[src/rtl/axi_buf_pkg.sv]
// axi_buf_pkg
//   Shared defaults and helpers for the AXI channel buffer.
//   DEF_NUM_CH/DEF_DW/DEF_DEPTH/DEF_AF_MARGIN : default geometry
//   level_width(depth) : bits needed to hold an occupancy of 0..depth
package axi_buf_pkg;

    localparam int DEF_NUM_CH    = 5;   // AW, AR, W, R, B
    localparam int DEF_DW        = 44;
    localparam int DEF_DEPTH     = 16;
    localparam int DEF_AF_MARGIN = 1;

    // Occupancy counts 0..depth inclusive, so one more value than a pointer.
    function automatic int level_width(input int depth);
        return $clog2(depth + 1);
    endfunction

endpackage

[src/rtl/axi_sync_chan_fifo.sv]
// axi_sync_chan_fifo
//   Single-channel synchronous show-ahead FIFO with a registered ready.
//   clk, rst_n        : clock, asynchronous active-low reset
//   flush             : synchronous discard of all entries
//   s_valid/s_data/s_ready : upstream handshake
//   m_valid/m_data/m_ready : downstream handshake (oldest entry shown)
//   level             : current occupancy 0..DEPTH
//   empty             : high when level is zero
module axi_sync_chan_fifo
    import axi_buf_pkg::*;
#(
    parameter  int DW        = DEF_DW,
    parameter  int DEPTH     = DEF_DEPTH,
    parameter  int AF_MARGIN = DEF_AF_MARGIN,
    localparam int LW        = level_width(DEPTH)
) (
    input  logic          clk,
    input  logic          rst_n,
    input  logic          flush,
    input  logic          s_valid,
    input  logic [DW-1:0] s_data,
    output logic          s_ready,
    output logic          m_valid,
    output logic [DW-1:0] m_data,
    input  logic          m_ready,
    output logic [LW-1:0] level,
    output logic          empty
);

    localparam int AW = $clog2(DEPTH);
    // Ready is withheld once occupancy reaches this mark.
    localparam logic [LW-1:0] HIGH_WATER = LW'(DEPTH - AF_MARGIN);

    logic [DW-1:0] mem [DEPTH];
    logic [AW-1:0] wr_ptr;
    logic [AW-1:0] rd_ptr;
    logic [LW-1:0] level_q;
    logic [LW-1:0] level_d;
    logic          ready_q;
    logic          push;
    logic          pop;

    // Ready is a flop computed from next-cycle occupancy, so there is no
    // path from m_ready; flush only gates it off while asserted.
    assign s_ready = ready_q & ~flush;
    assign m_valid = (level_q != '0);
    assign m_data  = mem[rd_ptr];
    assign level   = level_q;
    assign empty   = (level_q == '0);

    assign push = s_valid & s_ready;
    assign pop  = m_valid & m_ready & ~flush;

    // NOTE: every always_comb output gets a default first so no latch is inferred.
    always_comb begin
        level_d = level_q;
        if (flush) begin
            level_d = '0;
        end else if (push && !pop) begin
            level_d = level_q + LW'(1);
        end else if (pop && !push) begin
            level_d = level_q - LW'(1);
        end
    end

    // NOTE: sequential state uses non-blocking assignments only, so all flops
    // sample the pre-edge values regardless of statement order.
    always_ff @(posedge clk or negedge rst_n) begin
        if (!rst_n) begin
            wr_ptr  <= '0;
            rd_ptr  <= '0;
            level_q <= '0;
            ready_q <= 1'b0;
        end else begin
            level_q <= level_d;
            ready_q <= (level_d < HIGH_WATER);
            if (flush) begin
                wr_ptr <= '0;
                rd_ptr <= '0;
            end else begin
                // Pointers are exactly log2(DEPTH) bits and wrap naturally.
                if (push) wr_ptr <= wr_ptr + AW'(1);
                if (pop)  rd_ptr <= rd_ptr + AW'(1);
            end
        end
    end

    // NOTE: the storage array is deliberately not reset; level gates every
    // read, so stale contents are never observed as valid data.
    always_ff @(posedge clk) begin
        if (push) mem[wr_ptr] <= s_data;
    end

endmodule

[src/rtl/axi_sync_chan_buffer.sv]
// axi_sync_chan_buffer
//   NUM_CH independent AXI handshake channel buffers (AW, AR, W, R, B).
//   Each channel is either a FIFO (axi_sync_chan_fifo) or, when its BYPASS
//   bit is set, a pure wire-through.
//   CLK, RSTN           : clock, asynchronous active-low reset
//   FLUSH               : synchronous discard of all buffered entries
//   S_VALID/S_DATA/S_READY : upstream, channel i payload at [i*DW +: DW]
//   M_VALID/M_DATA/M_READY : downstream, same packing
//   LEVEL               : occupancy per channel, LW bits each
//   EMPTY_FLAG          : per-channel empty indication
module axi_sync_chan_buffer
    import axi_buf_pkg::*;
#(
    parameter  int                NUM_CH    = DEF_NUM_CH,
    parameter  int                DW        = DEF_DW,
    parameter  int                DEPTH     = DEF_DEPTH,
    parameter  int                AF_MARGIN = DEF_AF_MARGIN,
    parameter  logic [NUM_CH-1:0] BYPASS    = '0,
    localparam int                LW        = level_width(DEPTH)
) (
    input  logic                 CLK,
    input  logic                 RSTN,
    input  logic                 FLUSH,
    input  logic [NUM_CH-1:0]    S_VALID,
    input  logic [NUM_CH*DW-1:0] S_DATA,
    output logic [NUM_CH-1:0]    S_READY,
    output logic [NUM_CH-1:0]    M_VALID,
    output logic [NUM_CH*DW-1:0] M_DATA,
    input  logic [NUM_CH-1:0]    M_READY,
    output logic [NUM_CH*LW-1:0] LEVEL,
    output logic [NUM_CH-1:0]    EMPTY_FLAG
);

    for (genvar i = 0; i < NUM_CH; i++) begin : g_ch
        if (BYPASS[i]) begin : g_bypass
            // Wire-through: no storage, flush and reset have no effect.
            assign M_VALID[i]         = S_VALID[i];
            assign M_DATA[i*DW +: DW] = S_DATA[i*DW +: DW];
            assign S_READY[i]         = M_READY[i];
            assign LEVEL[i*LW +: LW]  = '0;
            assign EMPTY_FLAG[i]      = 1'b1;
        end else begin : g_fifo
            axi_sync_chan_fifo #(
                .DW        (DW),
                .DEPTH     (DEPTH),
                .AF_MARGIN (AF_MARGIN)
            ) u_fifo (
                .clk     (CLK),
                .rst_n   (RSTN),
                .flush   (FLUSH),
                .s_valid (S_VALID[i]),
                .s_data  (S_DATA[i*DW +: DW]),
                .s_ready (S_READY[i]),
                .m_valid (M_VALID[i]),
                .m_data  (M_DATA[i*DW +: DW]),
                .m_ready (M_READY[i]),
                .level   (LEVEL[i*LW +: LW]),
                .empty   (EMPTY_FLAG[i])
            );
        end
    end

endmodule
[config.mk]
export PLATFORM = sky130hd
export DESIGN_NAME = axi_sync_chan_buffer
export DESIGN_NICKNAME = d
export VERILOG_FILES = /design/src/rtl/axi_buf_pkg.sv /design/src/rtl/axi_sync_chan_fifo.sv /design/src/rtl/axi_sync_chan_buffer.sv
export SDC_FILE = /design/constraint.sdc
export NUM_CORES = 2
export LEC_CHECK = 0
export BUFFER_PORTS_ARGS = -buffer_cell sky130_fd_sc_hd__buf_2
export CAP_MARGIN = 20
export CORE_MARGIN = 2
export CORE_UTILIZATION = 61
export CTS_CLUSTER_SIZE = 28
export DETAILED_ROUTE_END_ITERATION = 8
export PLACE_DENSITY = 0.86
export SETUP_SLACK_MARGIN = 0.2
export SLEW_MARGIN = 10
export SYNTH_ARGS = -nofsm -noshare
export SYNTH_HDL_FRONTEND = slang
export SYNTH_HIERARCHICAL = 1
export SYNTH_SLANG_ARGS = --single-unit
[constraint.sdc]
create_clock -name CLK -period 3.35 [get_ports CLK]
set_clock_uncertainty 0.15 [all_clocks]
set_input_delay 0.5025 -clock CLK [delete_from_list [all_inputs] [get_ports CLK]]
set_output_delay 0.5025 -clock CLK [all_outputs]
set_load 0.05 [all_outputs]
[After elaboration in Yosys (flattened, before gate mapping)]
Memory sizes are Yosys's and may differ from the RTL's.
Index checks and enable logic that the tools add are counted.
Storage, ports and cells
  input port bits: 233
  memories kept: 5
  bits in registers: 70
  word-level logic and storage cells: 156
  bits in writable memories: 3520
  output and inout bits: 260
Cells by class
  order comparisons: 5
  bitwise operators: 21
  reduce and logical (&&, ||, !) cells: 40
  multiplexer cells: 45
  add/subtract/negate cells: 20
Memory list
  g_ch[0].g_fifo.u_fifo.mem: words 16, width 44, read ports 1, clocked after memory_dff 0, wr ports 1, line axi_sync_chan_fifo.sv:34  | logic [DW-1:0] mem [DEPTH];
  g_ch[1].g_fifo.u_fifo.mem: words 16, width 44, read ports 1, clocked after memory_dff 0, wr ports 1, line axi_sync_chan_fifo.sv:34
  g_ch[2].g_fifo.u_fifo.mem: words 16, width 44, read ports 1, clocked after memory_dff 0, wr ports 1, line axi_sync_chan_fifo.sv:34
  g_ch[3].g_fifo.u_fifo.mem: words 16, width 44, read ports 1, clocked after memory_dff 0, wr ports 1, line axi_sync_chan_fifo.sv:34
  g_ch[4].g_fifo.u_fifo.mem: words 16, width 44, read ports 1, clocked after memory_dff 0, wr ports 1, line axi_sync_chan_fifo.sv:34
Operators by type and width (count)
  4-bit two-way mux: 20
  5-bit two-way mux: 15
  4-bit by 1-bit adder with 4-bit output, second input constant: 10
  5-bit by 1-bit adder with 5-bit output, second input constant: 5
  5-bit logical NOT: 5
  5-bit by 4-bit less-than comparator with 1-bit output, second input constant: 5
  5-bit nonzero test: 5
  5-bit by 1-bit subtractor with 5-bit output, second input constant: 5
  1-bit AND: 20
  2-bit nonzero test: 10
  1-bit logical AND: 10
  1-bit logical NOT: 10
  1-bit two-way mux: 10
  1-bit inverter: 1

[Depth between registers and ports, before layout]
  word-level depth: 9
  gate-level depth with buffers: 9
  depth with buffers taken out: 7

[Cells and area by module]
Netlist, hierarchy kept.
Modules (own cells, without submodules)
  axi_sync_chan_fifo: cells an instance 1081, seq. area each 21490.6 um2, area each 27263.6 um2, instances 5

[Least setup slack after synthesis]
OpenSTA, ideal clock, no wires.
  path type: flip-flop to output port
  start point: reg g_ch[2].g_fifo.u_fifo.rd_ptr[0]
  end point: out M_DATA[113]
  arrival time: 2.299 ns
  path buffers: 3
  cell stages (with the launch flop): 6
  data required time: 2.697 ns
  setup slack: 0.398 ns
  cell sequence: dfrtp_1 clkbuf_1 buf_2 buf_2 mux4_2 mux4_2
On the way
  word-level cells in the longest chain between the ends: 1
RTL lines
  from (decl): line axi_sync_chan_fifo.sv:36  | logic [AW-1:0] rd_ptr;
  from (signal assigned): line axi_sync_chan_fifo.sv:83  | if (pop) rd_ptr <= rd_ptr + AW'(1);
  memory 16 x 44 bit
  to (decl): line axi_sync_chan_buffer.sv:28  | output logic [NUM_CH*DW-1:0] M_DATA,
No other way between the ends.

[Worst setup path after layout]
  start point: reg g_ch[1].g_fifo.u_fifo.rd_ptr[0]
  end point: out M_DATA[74]
On the way
  word-level cells in the longest chain between the ends: 1
RTL lines (line)
  from (decl): axi_sync_chan_fifo.sv:36
  from (signal assigned): axi_sync_chan_fifo.sv:83
  memory 16 x 44 bit
No other way between the ends.

==> results.md <==
* Remaining antenna violation count at 0
* H-tree depth at 5
* Ys Warns at 6
* Area share of and/or/nand/nor cells after synthesis at 0.0117
* End point of the critical path: M_DATA[74]
* Per-cell via count in the routed design at 7.48
* Final Routed Wirelength at 454 mm
* Final net count at 6972
* Launch point of the worst path: g_ch[1].g_fifo.u_fifo/rd_ptr[0]
* Time the final worst path needs with I/O delays and setup at between 4 and 5 ns
* Post-route worst hold slack at a little over 0.3 ns
* Largest family of logic cells by synthesized area: multiplexers
* Pin count of the biggest net entering global routing at 90
* Worst-case headroom to the max-slew limit at 0.397
* Kind of capture point of the worst setup path: output pin
* Sequential share of the synthesized area at 0.788
* Layout cells sized above 1 at 0.391
* Number of clock sinks at ~3600
* Number of antenna violations at the first check in global routing at 42
* Most frequent cells in the layout: sky130_fd_sc_hd__edfxtp_1, sky130_fd_sc_hd__mux4_2, sky130_fd_sc_hd__clkbuf_16
* Crit Reg-Reg Startpoint: g_ch[3].g_fifo.u_fifo/ready_q
* Predominant post-synthesis flop cell: sky130_fd_sc_hd__edfxtp_1
* Worst reg2reg setup slack at about 0.18 ns
* Leakage at 52.7 nW
* Highest net fanout along the worst path at 6
* Syn_area_per_cell at 25.2 um^2
* HPWL reported at the end of detailed placement at roughly 190 mm
* Total number of vias at 74800
* Global-route wire length before repair at between 600 and 700 mm
* Insertion delay to the later sink of the worst-skew pair at about 0.98 ns
* Height of the die at roughly 480 um
* Detailed router's first-iteration violation count at 14200
* Horiz. Die Dim at 477 um
* Asr flop ratio synth at 0.0195
* Max Root-Sink Buffers at 4
* Worst min-delay path category: input port to register
* GRT Util Overall at 0.385
* Xor and xnor area share after synthesis at 0.00257
* Number of flops mapped to enable cells by yosys at around 3500
* Critical Setup Path Class: register to output pin
* Slew at the pin with the worst max-slew slack at 0.903 ns
* Arrival time reported for the critical path endpoint at 3.40 ns
* Status: finished, violations left
* Standard-cell row count at 173
* Vias in the first global route at about 74000
* Count of final setup violators at 220
* Number of buffers inserted by port buffering at roughly 500
* Total Neg Setup Slack at -108.57 ns
* Total of fill cells in the finished design at roughly 11000
* Critical path data required time at ~2.7 ns
* Pre-Repair DR Iteration Count at 8
* Number of standard cells in the final layout excluding fillers at between 9000 and 10000
* Reg2reg path depth at 5
* Post-placement worst setup slack at a little under 0.2 ns
* Part of the cycle the worst path needs at 1.21
* Peak Freq at approximately 250 MHz
* Power density normalized to cell area at 705 mW/mm^2
* Synthesized-area fraction occupied by adder cells at 0.00321
* Inserted Clock Buffers at between 300 and 400
* Total congestion overflow at 0
* Setup slack of the critical path after layout at -0.705 ns
* Number of different library cells in the post-synthesis netlist at 34
* Clock Tree Root: sky130_fd_sc_hd__clkbuf_16
* DRC at 0
* Most frequent standard cell in the layout excluding fill and tap cells: sky130_fd_sc_hd__edfxtp_1
* Mux cell area share after synthesis at 0.183
* Maximum ir drop on the vdd rail at 1.13 mV
* Hold Violations, Final at 0
* Synthesized netlist net count at approximately 5700
* Initial cell density of the core at 0.613
* Startpoint Class: register
* Wire length per cell after detailed routing at between 40 and 50 um
* Number of flip-flops and latches in the synthesized netlist at between 3000 and 4000
* Clock tree from TritonCTS: done
* Gate count of the mapped netlist at 5405
* RSZ-0062 raised after global routing: true
* Fraction of the mapped netlist area in compound gates at 0.00252
* Destination of the worst register-to-register timing path: g_ch[3].g_fifo.u_fifo/mem[4][42]
* Placed Cells incl. Taps at about 8900
* Area growth, synth to finish at 21.8%
* Total standard cell area after synthesis at between 0.1 and 0.15 mm^2
* Routability congestion estimate from global placement at between 0.8 and 0.9
* Placeable core area at between 0.2 and 0.25 mm^2
* Clock-pin slew on the worst setup and hold paths at ~0.070 ns
* I/O pin total at about 490
* Max Slew Vio Count at 0
* Violated checks: negative setup slack
* Maximum capacitance violations at 0
* Die area at 0.227 mm^2
* Total design power at around 120 mW
## cell type report
class	count	area, um^2	area share
Sequential cell	3590	108000	0.647
Timing Repair Buffer	1210	15500	0.0932
Clock buffer	420	9260	0.0558
Tap cell	2975	3720	0.0224
Inverter	25	98.8	0.000595
Antenna cell	35	87.6	0.000527
Multi-Input combinational cell	1520	27800	0.167
Clock inverter	219	2100	0.0126
## critical path: stages, from the launching register on
cell,delay (ns)
sky130_fd_sc_hd__dfrtp_4,0.54
sky130_fd_sc_hd__buf_12,0.14
sky130_fd_sc_hd__buf_12,0.15
sky130_fd_sc_hd__buf_16,0.17
sky130_fd_sc_hd__mux4_2,0.66
sky130_fd_sc_hd__mux4_2,0.61
sky130_fd_sc_hd__buf_6,0.20
## per-stage QoR
step / area [um^2] / util
after floorplan: 136000 / -
after global placement: 145000 / 0.654
after detailed placement: 145000 / 0.654
after CTS: 165000 / 0.742
after global routing: 166000 / 0.747
final: 166000 / 0.747
## state kept, by name, summed over array words and instances (netlist names)
signal / cells
g_ch.g_fifo.u_fifo/level: 25
g_ch.g_fifo.u_fifo/rd_ptr: 20
g_ch.g_fifo.u_fifo/mem: 3520
g_ch.g_fifo.u_fifo/wr_ptr: 20
g_ch.g_fifo.u_fifo/ready_q: 5
## routing by layer
layer | global-route usage | up-vias | routed length [um]
li1 | - | 26200 | -
met1 | 0.463 | 37600 | 130000
met2 | 0.632 | 8761 | 223000
met3 | 0.0937 | 2247 | 59400
met4 | 0.245 | 26 | 41100
met5 | 0 | - | 174
## cell families after synthesis
kind of cell / count (synthesis)
buffers and inverters: 295
AND/OR/NAND/NOR: 285
XOR/XNOR: 40
AO/OA/AOI/OAI: 50
adder cells (fa/ha/maj): 35
multiplexers: 1110
flip-flops: 3590
## cell usage after synthesis, types with 25 or more instances
cell	count	area (um^2)
sky130_fd_sc_hd__nand4_1	30	188
sky130_fd_sc_hd__nor2_1	55	206
sky130_fd_sc_hd__buf_2	75	375
sky130_fd_sc_hd__ha_1	35	438
sky130_fd_sc_hd__inv_1	25	93.8
sky130_fd_sc_hd__mux4_2	1100	24800
sky130_fd_sc_hd__nand2_1	35	131
sky130_fd_sc_hd__and2_1	85	532
sky130_fd_sc_hd__clkbuf_1	145	544
sky130_fd_sc_hd__edfxtp_1	3520	106000
sky130_fd_sc_hd__dfrtp_1	70	1750
sky130_fd_sc_hd__buf_1	45	169
## where the power goes
part	total, mW	internal [mW]	switching (mW)	leakage, nW
registers	50.4	49.8	0.543	32.6
clock network	41.1	22.7	18.5	5.55
logic	25.6	11.7	13.9	14.6
total	117	84.2	32.9	52.7
## worst min-delay path by stage
stage	slack [ns]	startpoint	depth (start not counted)	end
3_3_place_gp	0.38	g_ch[2].g_fifo.u_fifo/wr_ptr[3]	1	g_ch[2].g_fifo.u_fifo/wr_ptr[3]
6_report	0.31	S_DATA[204]	2	g_ch[4].g_fifo.u_fifo/mem[15][28]
5_1_grt	0.27	S_DATA[213]	2	g_ch[4].g_fifo.u_fifo/mem[0][37]
2_1_floorplan	0.06	RSTN	0	g_ch[0].g_fifo.u_fifo/level[0]
3_5_place_dp	0.40	g_ch[0].g_fifo.u_fifo/wr_ptr[3]	1	g_ch[0].g_fifo.u_fifo/wr_ptr[3]
4_1_cts	0.21	S_DATA[204]	2	g_ch[4].g_fifo.u_fifo/mem[15][28]
## timing repair
item                                     CTS  global route
endpoints found under the hold margin   3610             0
hold buffers                             234             0
gates resized for setup                  741            84
setup buffers                             98            38
gates cloned                              84            16
endpoints found under the setup margin   230           228
(Power assumes the default switching activity.)
